### src/rtl/div_sequencer_pkg.sv
// Shared types and constants for the iterative DIV/DIVU sequencer.
// The state encoding is shared between the controller and any code that observes it.
package div_sequencer_pkg;

   typedef enum logic [1:0] {
      IDLE = 2'd0,
      RUN  = 2'd1,
      FIX  = 2'd2,
      DONE = 2'd3
   } divState_e;

   localparam int DIV_STEPS = 32;

endpackage

### src/rtl/div_sequencer_div_step.sv
// One radix-2 restoring division step on a {remainder, quotient} pair.
// The quotient half shifts in dividend bits MSB first and receives the new quotient bit at its LSB.
module div_step #(
   parameter int WIDTH = 32
) (
   input  logic [2*WIDTH-1:0] remQuo,
   input  logic [WIDTH-1:0]   divisor,
   output logic [2*WIDTH-1:0] nextRemQuo
);

   logic [WIDTH:0] trial;
   logic [WIDTH:0] diff;
   logic           fits;

   // The trial remainder needs one extra bit: the shifted value can reach 2*divisor-1.
   always_comb begin
      trial      = {remQuo[2*WIDTH-1:WIDTH], remQuo[WIDTH-1]};
      diff       = trial - {1'b0, divisor};
      fits       = (trial >= {1'b0, divisor});
      nextRemQuo = {(fits ? diff[WIDTH-1:0] : trial[WIDTH-1:0]),
                    remQuo[WIDTH-2:0], fits};
   end

endmodule

### src/rtl/div_sequencer.sv
// Multi-cycle DIV/DIVU controller for the execute stage: stalls E, runs 32 restoring
// steps on operand magnitudes, sign-corrects in FIX, and holds the result until E advances.
module div_sequencer
   import div_sequencer_pkg::*;
#(
   parameter int WIDTH = 32,
   parameter int CNT_W = 5
) (
   input  logic             clk,
   input  logic             resetn,
   input  logic             start_i,
   input  logic             signed_i,
   input  logic [WIDTH-1:0] a_i,
   input  logic [WIDTH-1:0] b_i,
   input  logic             annul_i,
   input  logic             advance_i,
   output logic             stall_o,
   output logic             busy_o,
   output logic             valid_o,
   output logic [WIDTH-1:0] lo_o,
   output logic [WIDTH-1:0] hi_o
);

   divState_e              state;
   divState_e              nextState;
   logic [CNT_W-1:0]       cnt;
   logic [WIDTH-1:0]       divisor;
   logic [2*WIDTH-1:0]     remQuo;
   logic [2*WIDTH-1:0]     nextRemQuo;
   logic                   signedOp;
   logic                   signA;
   logic                   signB;
   logic                   divZero;
   logic                   launch;

   function automatic logic [WIDTH-1:0] magnitude(input logic [WIDTH-1:0] v,
                                                  input logic takeAbs);
      logic signed [WIDTH-1:0] sv;
      sv = $signed(v);
      if (takeAbs && sv[WIDTH-1]) return $unsigned(-sv);
      return v;
   endfunction

   function automatic logic [WIDTH-1:0] applySign(input logic [WIDTH-1:0] v,
                                                  input logic negate);
      logic signed [WIDTH-1:0] sv;
      sv = $signed(v);
      if (negate) return $unsigned(-sv);
      return v;
   endfunction

   assign launch = start_i & ~annul_i;

   div_step #(.WIDTH(WIDTH)) uStep (
      .remQuo     (remQuo),
      .divisor    (divisor),
      .nextRemQuo (nextRemQuo)
   );

   always_ff @(posedge clk or negedge resetn) begin
      if (!resetn) state <= IDLE;
      else         state <= nextState;
   end

   // DONE waits for advance_i so a start_i still held by a frozen E cannot relaunch.
   always_comb begin
      nextState = state;
      if (annul_i) begin
         nextState = IDLE;
      end else begin
         case (state)
            IDLE: if (start_i) nextState = RUN;
            RUN:  if (cnt == CNT_W'(WIDTH-1)) nextState = FIX;
            FIX:  nextState = DONE;
            DONE: if (advance_i) nextState = IDLE;
            default: nextState = IDLE;
         endcase
      end
   end

   always_comb begin
      stall_o = start_i & ~annul_i & (state != DONE);
      busy_o  = (state == RUN) || (state == FIX);
      valid_o = (state == DONE);
   end

   always_ff @(posedge clk or negedge resetn) begin
      if (!resetn)             cnt <= '0;
      else if (state == IDLE)  cnt <= '0;
      else if (state == RUN)   cnt <= cnt + CNT_W'(1);
   end

   // Operand capture in IDLE; the quotient half of remQuo starts out holding |a|.
   always_ff @(posedge clk) begin
      if (state == IDLE && launch) begin
         divisor  <= magnitude(b_i, signed_i);
         remQuo   <= {{WIDTH{1'b0}}, magnitude(a_i, signed_i)};
         signedOp <= signed_i;
         signA    <= signed_i & a_i[WIDTH-1];
         signB    <= signed_i & b_i[WIDTH-1];
         divZero  <= (b_i == '0);
      end else if (state == RUN) begin
         remQuo   <= nextRemQuo;
      end
   end

   // With b==0 every step subtracts zero, so the remainder is |a| and its sign fix restores a.
   always_ff @(posedge clk or negedge resetn) begin
      if (!resetn) begin
         lo_o <= '0;
         hi_o <= '0;
      end else if (state == FIX && !annul_i) begin
         lo_o <= divZero ? '1 : applySign(remQuo[WIDTH-1:0], signedOp & (signA ^ signB));
         hi_o <= applySign(remQuo[2*WIDTH-1:WIDTH], signA);
      end
   end

endmodule

### config.mk
export PLATFORM = sky130hd
export DESIGN_NAME = div_sequencer
export DESIGN_NICKNAME = d
export VERILOG_FILES = /design/src/rtl/div_sequencer_pkg.sv /design/src/rtl/div_sequencer_div_step.sv /design/src/rtl/div_sequencer.sv
export SDC_FILE = /design/constraint.sdc
export NUM_CORES = 1
export LEC_CHECK = 0
export CAP_MARGIN = 15
export CORE_ASPECT_RATIO = 0.7
export CORE_MARGIN = 4
export CORE_UTILIZATION = 55
export CTS_BUF_LIST = sky130_fd_sc_hd__clkbuf_16
export CTS_CLUSTER_SIZE = 40
export DETAILED_ROUTE_END_ITERATION = 8
export GPL_TIMING_DRIVEN = 1
export PLACE_DENSITY = 0.77
export SYNTH_ARGS = -nofsm -noshare
export SYNTH_HDL_FRONTEND = slang
export SYNTH_SLANG_ARGS = --single-unit
### constraint.sdc
create_clock -name clk -period 7.7 [get_ports clk]
set_clock_uncertainty 0.1 [all_clocks]
set_input_delay 1.155 -clock clk [delete_from_list [all_inputs] [get_ports clk]]
set_output_delay 1.155 -clock clk [all_outputs]
set_load 0.01 [all_outputs]
==> metrics.txt <==
fmax 244.8 MHz; layout cells sized above 1 5.572%; largest net degree at the start of global routing 78; total routing usage reported by global routing 24.90%; Max Slew Vio Count 0; Final WS setup 3.615 ns; WL final 27.06 mm; Primary FF master, synth dfrtp_1; outcome completed; critical path class in2reg; Final Cycle Share between 50% and 60%; # diodes 0; clk sink count 171; met1 WL 14.17 mm; leading area contributor after synthesis edfxtp_1; max_cap viols 0; maximum vdd ir drop 0.1959 mV; register area share after synthesis 41.15%; flop2flop setup slack approximately 3.9 ns; Highest Signal Layer met5; Synth Area per Inst 8.833 um^2; Yosys warning total 0; FP Rows between 40 and 50; max_slew headroom 24.81%; Power Total 5.300 mW; Non-Filler Instances 1,610; Post-CTS Resized 0; First-pass DRT Iterations 6; P&R area growth vs syn 19.51%; overall die height 125.4 um; Yosys cell types a little over 70; Least-Margin Pin Slew 1.128 ns; Boundary Pins between 100 and 150; cell area power density approximately 400 nW/um^2; Synth top cells by count nand2_1, nor2_1, a21oi_1, o21ai_0, xnor2_1; Yosys top cell area share 18.84%; first-pass GRT wire length between 40 and 50 mm; Final setup violation count 0; post-route ant nets 0; I/O Buffers roughly 140; synth top area cells edfxtp_1, dfrtp_1, xnor2_1; CTS Hold Bufs 0; cells after synthesis 1,227; most frequent cell after synthesis nand2_1; Async SR Flop Fraction 41.52%; Pleak 5.267 nW; Die X 175.8 um; hold_ws 0.3750 ns; DR iter-0 viols between 900 and 1,000; cts bufs inserted 17; Critical Path End Type register; initial cell density of the core 56.66%; count of nets after finishing 1,446; DP Wirelength 20.53 mm; critical path arrival between 4 and 5 ns; total gr overflow 0; Post-synth EDFFs 68; clock-pin slew on the worst setup and hold paths 0.07 ns; via count ~9,000; clock tree buffer depth 2; via count of the first global-routing pass 8,272; CTS tree built; GP Congestion 0.9580; Setup TNS 0 ns; WL met2 10.08 mm; placed cells about 1,600; critical path startpoint category input port; Synth Net Count 1,340; drt wl/cell 16.81 um; Worst Path Max Fanout 4; CTS H-tree depth 4; clock latency on the worst-skew pair 0.43 ns; root buf cell clkbuf_16; Post-CTS Setup Inserts 0; core area 19,130 um^2; Worst Hold Class reg2reg; RSZ-0062 raised after global routing no; mapped cell area 10,840 um^2; post-synthesis register bit count 171; die area 22,050 um^2; Hold Fails Final Rpt 0; worst slack, placed 3.280 ns; Worst EP required 7.75 ns; final critical-path required period ~4.1 ns; vias per cell 5.668; metal3 WL roughly 2.5 mm; Post-route DRC 0; initial antenna violation count 1
[state kept, by name (all words and copies together) (netlist names)]
register and cells:
lo_o 32, divisor 32, divZero 1, hi_o 32, signA 1, state 2
signedOp 1, signB 1, remQuo 64, cnt 5
[cells in the final DEF (no fill, tap or decap), types with 8 or more instances in the layout]
cell,netlist,routed
edfxtp_1,68,68
xnor2_1,83,83
clkdlybuf4s50_1,0,135
o31ai_1,18,18
or3_1,9,9
a31oi_1,9,9
dfxtp_1,32,32
a21oi_1,121,121
nor2_1,130,129
o21ai_1,8,8
nand2_1,135,135
inv_1,60,60
mux2i_1,14,14
a211oi_1,20,20
a21o_1,20,20
o21ai_0,117,117
xor2_1,68,68
dfrtp_1,71,71
clkbuf_16,0,18
buf_4,2,8
nand3_1,14,14
nand4_1,9,9
ha_1,42,41
nor4_1,14,14
nor3_1,16,16
[layout make-up]
type,count,area [um^2]
clock buffers,18,450.4
clock inverters,14,156.4
fillers,1604,6176
inverters,60,225.2
multi-input cells,939,5914
flip-flops and latches,171,4459
well taps,264,330.3
repair buffers,144,1416
[critical path, stage by stage]
cell and delay [ns]:
clkdlybuf4s50_1 0.46, nor4_2 0.39, and2_1 0.26, nand2_1 0.10, nor4_2 0.30, nor3b_1 0.62
nand2_1 0.18, nor4_2 0.30, a21oi_1 0.15, xnor2_1 0.14, o21ai_0 0.08
[final timing paths]
path                       startpoint          to  cells past startpoint
max                            a_i[4]  remQuo[30]                     11
min                           lo_o[0]     lo_o[0]                      2
max reg2reg                remQuo[45]  remQuo[49]                     12
min reg2reg                   lo_o[0]     lo_o[0]                      2
max in group asynchronous      resetn     lo_o[4]                      2
min in group asynchronous      resetn     hi_o[4]                      2
[through the flow]
step	area [um^2]	utilization [%]
global route	12950	67.71
CTS	12950	67.71
global placement	12350	64.54
finish	12950	67.71
floorplan	10840	-
detailed placement	12350	64.54
[logic make-up after synthesis]
group,share of synthesized area [%]
AO/OA/AOI/OAI,19.65
XOR/XNOR,12.20
adder cells (fa/ha/maj),5.033
buffers and inverters,4.375
flip-flops,41.15
multiplexers,1.397
AND/OR/NAND/NOR,16.20
[layer usage]
| layer | up-vias | track usage [%] |
|---|---|---|
| li1 | 4541 | - |
| met1 | 4186 | 42.13 |
| met2 | 372 | 31.34 |
| met3 | 24 | 5.582 |
| met4 | 2 | 5.775 |
| met5 | - | 0 |
[where the power goes]
part / switching, mW / leakage [nW] / internal, mW
registers: 0.437 / 1.77 / 1.37
clock network: 0.373 / 0.304 / 0.504
logic: 1.44 / 3.20 / 1.17
No activity file was read; power rests on OpenSTA's default activity.
